==> src/rtl/unified_mem_arbiter.sv <==
// Arbiter sharing one fixed-latency single-ported memory between instruction fetch and data ports.
// Serialises accesses, holds each command for MEM_LATENCY cycles and returns registered data.
module unified_mem_arbiter #(
    parameter int unsigned MEM_LATENCY = 4,
    parameter int unsigned ADDR_W      = 32,
    parameter int unsigned DATA_W      = 32
) (
    input  logic              clk_i,
    input  logic              rst_i,
    input  logic              if_req_i,
    input  logic [ADDR_W-1:0] if_addr_i,
    output logic              if_ack_o,
    output logic [DATA_W-1:0] if_data_o,
    input  logic              d_req_i,
    input  logic              d_we_i,
    input  logic [ADDR_W-1:0] d_addr_i,
    input  logic [DATA_W-1:0] d_wdata_i,
    output logic              d_ack_o,
    output logic [DATA_W-1:0] d_rdata_o,
    output logic              mem_req_o,
    output logic              mem_we_o,
    output logic [ADDR_W-1:0] mem_addr_o,
    output logic [DATA_W-1:0] mem_wdata_o,
    input  logic [DATA_W-1:0] mem_rdata_i,
    output logic              stall_o
);

    typedef enum logic [1:0] {StIdle, StBusy, StResp} state_e;

    localparam logic [3:0] CntInit = 4'(MEM_LATENCY - 1);

    state_e            state_q, state_d;
    logic [3:0]        cnt_q;
    logic              last_grant_q;
    logic              owner_q;
    logic              cmd_we_q;
    logic [ADDR_W-1:0] cmd_addr_q;
    logic [DATA_W-1:0] cmd_wdata_q;
    logic [DATA_W-1:0] if_data_q;
    logic [DATA_W-1:0] d_rdata_q;
    logic              any_req;
    logic              grant_d;

    assign any_req = if_req_i | d_req_i;
    // Owner encoding 1 = data port; a tie goes to the port that was not served last.
    assign grant_d = d_req_i & (~if_req_i | ~last_grant_q);

    always_ff @(posedge clk_i or negedge rst_i) begin
        if (!rst_i) begin
            state_q <= StIdle;
        end else begin
            state_q <= state_d;
        end
    end

    always_comb begin
        state_d = state_q;
        unique case (state_q)
            StIdle:  if (any_req) state_d = StBusy;
            StBusy:  if (cnt_q == 4'd0) state_d = StResp;
            StResp:  state_d = StIdle;
            default: state_d = StIdle;
        endcase
    end

    always_ff @(posedge clk_i or negedge rst_i) begin
        if (!rst_i) begin
            cnt_q        <= 4'd0;
            last_grant_q <= 1'b0;
            owner_q      <= 1'b0;
            cmd_we_q     <= 1'b0;
            cmd_addr_q   <= '0;
            cmd_wdata_q  <= '0;
            if_data_q    <= '0;
            d_rdata_q    <= '0;
        end else if (state_q == StIdle && any_req) begin
            owner_q     <= grant_d;
            cmd_we_q    <= grant_d & d_we_i;
            cmd_addr_q  <= grant_d ? d_addr_i : if_addr_i;
            cmd_wdata_q <= grant_d ? d_wdata_i : '0;
            cnt_q       <= CntInit;
        end else if (state_q == StBusy) begin
            if (cnt_q != 4'd0) begin
                cnt_q <= cnt_q - 4'd1;
            end else begin
                last_grant_q <= owner_q;
                if (!cmd_we_q) begin
                    if (owner_q) d_rdata_q <= mem_rdata_i;
                    else         if_data_q <= mem_rdata_i;
                end
            end
        end
    end

    always_comb begin
        mem_req_o   = (state_q == StBusy);
        mem_we_o    = (state_q == StBusy) & cmd_we_q;
        mem_addr_o  = cmd_addr_q;
        mem_wdata_o = cmd_wdata_q;
        if_ack_o    = (state_q == StResp) & ~owner_q;
        d_ack_o     = (state_q == StResp) & owner_q;
        if_data_o   = if_data_q;
        d_rdata_o   = d_rdata_q;
        stall_o     = (if_req_i & ~if_ack_o) | (d_req_i & ~d_ack_o);
    end

endmodule
==> config.mk <==
export PLATFORM = sky130hd
export DESIGN_NAME = unified_mem_arbiter
export DESIGN_NICKNAME = d
export VERILOG_FILES = /design/src/rtl/unified_mem_arbiter.sv
export SDC_FILE = /design/constraint.sdc
export NUM_CORES = 1
export LEC_CHECK = 0
export BUFFER_PORTS_ARGS = -buffer_cell sky130_fd_sc_hd__buf_2
export CORE_ASPECT_RATIO = 2
export CORE_MARGIN = 4
export CORE_UTILIZATION = 42
export DETAILED_ROUTE_END_ITERATION = 7
export PLACE_DENSITY = 0.76
export RECOVER_POWER = 25
export SLEW_MARGIN = 20
export SYNTH_ARGS = -nofsm -noshare
export SYNTH_HDL_FRONTEND = slang
export SYNTH_SLANG_ARGS = --single-unit
==> constraint.sdc <==
create_clock -name clk_i -period 2 [get_ports clk_i]
set_clock_uncertainty 0.15 [all_clocks]
set_input_delay 0.6 -clock clk_i [delete_from_list [all_inputs] [get_ports clk_i]]
set_output_delay 0.6 -clock clk_i [all_outputs]
set_load 0.1 [all_outputs]
## Word level (Yosys, flattened, before mapping)

Cells that the tools add are included.

| storage, ports and cells | value |
|---|---|
| memory bits (read-only) | 0 |
| logic and storage cells | 51 |
| input port bits | 133 |
| flip-flop bits (word level) | 137 |
| memories kept | 0 |
| output and inout port bits | 133 |
| bits in latches | 0 |
| memory bits (writable) | 0 |

| operators by class | value |
|---|---|
| equal/unequal tests | 4 |
| bitwise logic cells | 18 |
| shift-type cells | 0 |
| add/sub/neg operators | 1 |
| divide/modulo/power cells | 0 |
| $mul | 0 |
| order comparisons | 0 |
| mux-type cells | 8 |
| reduce and logical (&&, ||, !) cells | 11 |

Operator list:

| cell | number |
|---|---|
| $mux W32 | 2 |
| $mux W4 | 3 |
| $reduce_and A5 Y1 | 2 |
| $not A1 Y1 | 8 |
| $and A1 B1 Y1 | 7 |
| $logic_not A4 Y1 | 1 |
| $mux W2 | 2 |
| $pmux W2 S2 | 1 |
| $reduce_and A2 Y1 | 2 |
| $reduce_bool A2 Y1 | 2 |
| $reduce_bool A4 Y1 | 1 |
| $sub A4 B1 Y4 const B | 1 |
| $or A1 B1 Y1 | 3 |
| $reduce_and A3 Y1 | 1 |
| $eq A2 B1 Y1 const B | 1 |
| $eq A2 B2 Y1 const B | 1 |
| $logic_not A2 Y1 | 1 |
| $ne A2 B1 Y1 const B | 1 |
| $ne A2 B2 Y1 const B | 1 |
| $logic_and A1 B1 Y1 | 1 |

## Depth between registers and ports, before layout

| logic depth | value |
|---|---|
| word-level depth | 5 |
| mapped depth | 6 |
| mapped depth without buffers | 5 |

## Least setup slack after synthesis

OpenSTA, ideal clock, no wires.

| timing | value |
|---|---|
| path kind | flip-flop to output port |
| from | register state_q[0] |
| to | output port stall_o |
| setup slack | -3007 ps |
| stages on the path, launching flop included | 4 |
| data required time | 1250 ps |
| arrival | 4257 ps |
| cell sequence | dfrtp_1 buf_2 nor3b_1 o22ai_1 |

| between the ends | value |
|---|---|
| word-level cells in the longest chain between the ends | 5 |
| elaborated cells on any way between the ends | 8 |
| those cells by class | eq/ne: 1; bitwise: 7 |

Ends and longest elaborated chain:

| element | RTL line | text |
|---|---|---|
| from (decl) | 32 | `state_e state_q, state_d;` |
| from (signal assigned) | 50 | `state_q <= StIdle;` |
| from (signal assigned) | 52 | `state_q <= state_d;` |
| $eq A2 B2 Y1 | 100 | `if_ack_o = (state_q == StResp) & ~owner_q;` |
| $and A1 B1 Y1 | 100 |  |
| via if_ack_o | 12 | `output logic if_ack_o,` |
| $not A1 Y1 | 104 | `stall_o = (if_req_i & ~if_ack_o) \| (d_req_i & ~d_ack_o);` |
| $and A1 B1 Y1 | 104 |  |
| $or A1 B1 Y1 | 104 |  |
| to (decl) | 25 | `output logic stall_o` |

The timed path passes the listed nets, and every way through them passes these cells.

## Final worst setup path

| timing | value |
|---|---|
| from | register owner_q |
| to | output port if_ack_o |

| between the ends | value |
|---|---|
| word-level cells in the longest chain between the ends | 2 |

Ends and longest elaborated chain:

| element | RTL line | text |
|---|---|---|
| from (decl) | 35 | `logic owner_q;` |
| from (signal assigned) | 77 | `owner_q <= grant_d;` |
| $not A1 Y1 (no line) | - |  |
| $and A1 B1 Y1 | 100 |  |
| to (decl) | 12 |  |

Every way passes these cells.

==> summary.md <==
| Metric | Value |
|---|---|
| Final hold slack | ~0.26 ns |
| Synth Warn # | 0 |
| Max-cap violation count | 0 |
| Yosys top cell by area | dfrtp_1 |
| Via Count | ~4300 |
| Outcome | complete, but fails checks |
| Distinct cell type count after synthesis | 30 |
| CTS Buf Count | 17 |
| Area Overhead vs Synth | 54.2% |
| CTS tree | done |
| # IOs | around 270 |
| WP data required | 1.25 ns |
| Post-DP HPWL | 11400 um |
| Antenna violations before repair | 0 |
| Finish-stage setup viols | 37 |
| Drt drc | 0 |
| Pin count of the biggest net entering global routing | 41 |
| Synth Net Count | 495 |
| Critical Path Sink Type | output port |
| Synthesized area per cell | 15.5 um^2 |
| Core area | 0.0130 mm^2 |
| Yosys top cell area share | 61.4% |
| Failing checks | negative setup slack |
| FF/Latch Area | approximately 0.0034 mm^2 |
| Multi-input gate area | roughly 0.0023 mm^2 |
| CP startpoint | owner_q |
| Worst min path class | input port to flip-flop |
| Fin util | roughly 66% |
| Initial core utilization | 43.0% |
| Flop2flop setup slack | -0.12 ns |
| Setup crit end | if_ack_o |
| Synth Cell Area | 0.00558 mm^2 |
| CTS HTree Levels | 4 |
| Clock Path Buffers | 2 |
| CTS Root Cell | clkbuf_16 |
| Crit path kind | flip-flop to output port |
| Period minus WS final | around 2.2 ns |
| Syn Inst Count | 360 |
| Height of the die | 171 um |
| Worst Tran Pin Value | 1.03 ns |
| CP max FO | 4 |
| Fin. Hold Viols | 0 |
| Diode count | 0 |
| Post-synthesis sequential area ratio | between 60% and 70% |
| Rel. slew slack | 31.4% |
| Total wire length | about 16000 um |
| DRT Pass-1 Iters | 4 |
| Wirelength per Cell | approximately 19 um |
| Clock Latency Late Sink | 0.40 ns |
| Vias in the first global route | 4902 |
| ANT nets after route | 0 |
| Most frequent cells in the layout | buf_2, dfrtp_1, mux2_2 |
| Worst r2r path cells | 7 |
| Row count | slightly below 60 |
| WP data arrival | 1.44 ns |
| GRT Resource Usage Total | 21.2% |
| CTS sink cnt | 137 |
| First-pass GRT wire length | 24400 um |
| Final critical-path share of the clock period | 109% |
| 1st-iter DRT viols | 139 |
| Reg-to-reg startpoint | cnt_q[0] |
| Synth area leaders | dfrtp_1, mux2_2, a22o_1 |
| Congestion Overflow GR | 0 |
| Max Clk Rate | 0.457 GHz |
| Clk slew on worst S/H paths | 0.06 ns |
| Share of layout cells above drive strength 1 | 71.6% |
| Final #Nets | approximately 800 |
| Synth Register Bits | 137 |
| Worst reg2reg path endpoint | if_data_o[17] |
| Filler Cells Inserted | about 970 |
| Critical Path Start Type | flip-flop |
| Unrepaired setup endpoints after global routing | yes |
| Setup tns final | -3.44 ns |
| Final WS setup | -0.186 ns |
| Slew Viols, Final | 0 |
| Final GP Congestion | around 0.79 |
| Commonest non-fill, non-tap cell in the layout | buf_2 |
| Via-per-instance ratio | approximately 5.1 |
| Die area | 0.0153 mm^2 |
| Place WS | -0.188 ns |
| Die width | between 80 and 90 um |
| Port Buffers | 265 |
[cells in the mapped netlist]
| master | n |
|---|---|
| ha_1 | 2 |
| a21o_1 | 1 |
| o21ai_0 | 5 |
| a21boi_2 | 1 |
| buf_2 | 12 |
| nor4b_4 | 1 |
| clkbuf_1 | 6 |
| a22o_1 | 33 |
| or3_1 | 1 |
| and3_1 | 1 |
| nor3_1 | 6 |
| and2_1 | 1 |
| o22ai_1 | 1 |
| nor4_4 | 1 |
| o311a_1 | 1 |
| buf_6 | 3 |
| nor3b_1 | 2 |
| dfrtp_1 | 137 |
| a21oi_1 | 1 |
| nand3_1 | 1 |
| mux2_2 | 127 |
| mux2_1 | 2 |
| mux2i_1 | 1 |
| nand2b_4 | 1 |
| or3b_4 | 1 |
| a31o_2 | 1 |
| nand3b_1 | 1 |
| inv_1 | 6 |
| nor2_1 | 2 |
| nand4b_1 | 1 |
[final cells by class]
| cell class | instances | area share (%) |
|---|---|---|
| well taps | 152 | 2.21 |
| clock buffers | 20 | 5.07 |
| repair buffers | 317 | 24.2 |
| inverters | 6 | 0.305 |
| flip-flops and latches | 137 | 39.9 |
| clock inverters | 11 | 1.47 |
| multi-input cells | 196 | 26.9 |
[worst max-delay path: stages (launching register included)]
cell     delay (ns)
dfrtp_2        0.45
nor3b_4        0.28
buf_6          0.14
buf_12         0.16
[how the worst min path moves through the flow]
stage / start / end / slack (ns) / cells past startpoint
floorplan: rst_i / cmd_we_q / 0.15 / 0
global placement: mem_wdata_o[11] / mem_wdata_o[11] / 0.33 / 1
detailed placement: d_rdata_o[30] / d_rdata_o[30] / 0.34 / 1
CTS: d_wdata_i[28] / mem_wdata_o[28] / 0.25 / 2
global route: d_wdata_i[24] / mem_wdata_o[24] / 0.25 / 2
finish: d_wdata_i[28] / mem_wdata_o[28] / 0.26 / 2
[per-stage QoR]
step                      cells  cell area, um^2
after floorplan             360             5890
after global placement      783             7660
after detailed placement    783             7660
after CTS                   835             8500
after global routing        839             8610
final                       839             8610
[cells by family (layout without fill, tap and decap cells)]
kind of cell | after synthesis | in the layout | synth area share, %
fa+ha+maj | 2 | 2 | 0.448
buf+inv | 27 | 354 | 2.49
simple gates | 20 | 20 | 2.91
flops | 137 | 137 | 61.4
compound gates | 44 | 44 | 6.50
mux | 130 | 130 | 26.2
[registers in the layout, indices dropped and copies added (netlist names)]
name          cells
state_q           2
mem_wdata_o      32
cmd_we_q          1
last_grant_q      1
cnt_q             4
mem_addr_o       32
owner_q           1
d_rdata_o        32
if_data_o        32
[per-layer routing]
| metal | track usage (%) | vias up | part of all wire, % |
|---|---|---|---|
| met4 | 10.4 | 0 | 3.5 |
| met5 | 0 | - | 0 |
| li1 | - | 1940 | - |
| met1 | 21.0 | 2131 | 34 |
| met2 | 39.2 | 183 | 57 |
| met3 | 5.20 | 37 | 6.1 |
[what timing repair did]
| action | in CTS | in global routing |
|---|---|---|
| endpoints found under the setup margin | 67 | 93 |
| gates cloned | 4 | 2 |
| resized for setup | 12 | 31 |
| hold buffers | 1 | 0 |
| pin swaps | 3 | 3 |
| endpoints found under the hold margin | 35 | 0 |
| buffers inserted | 16 | 5 |
Power is not shown: default switching activity piles up to over one toggle a cycle in this logic, so the estimate is an artifact.
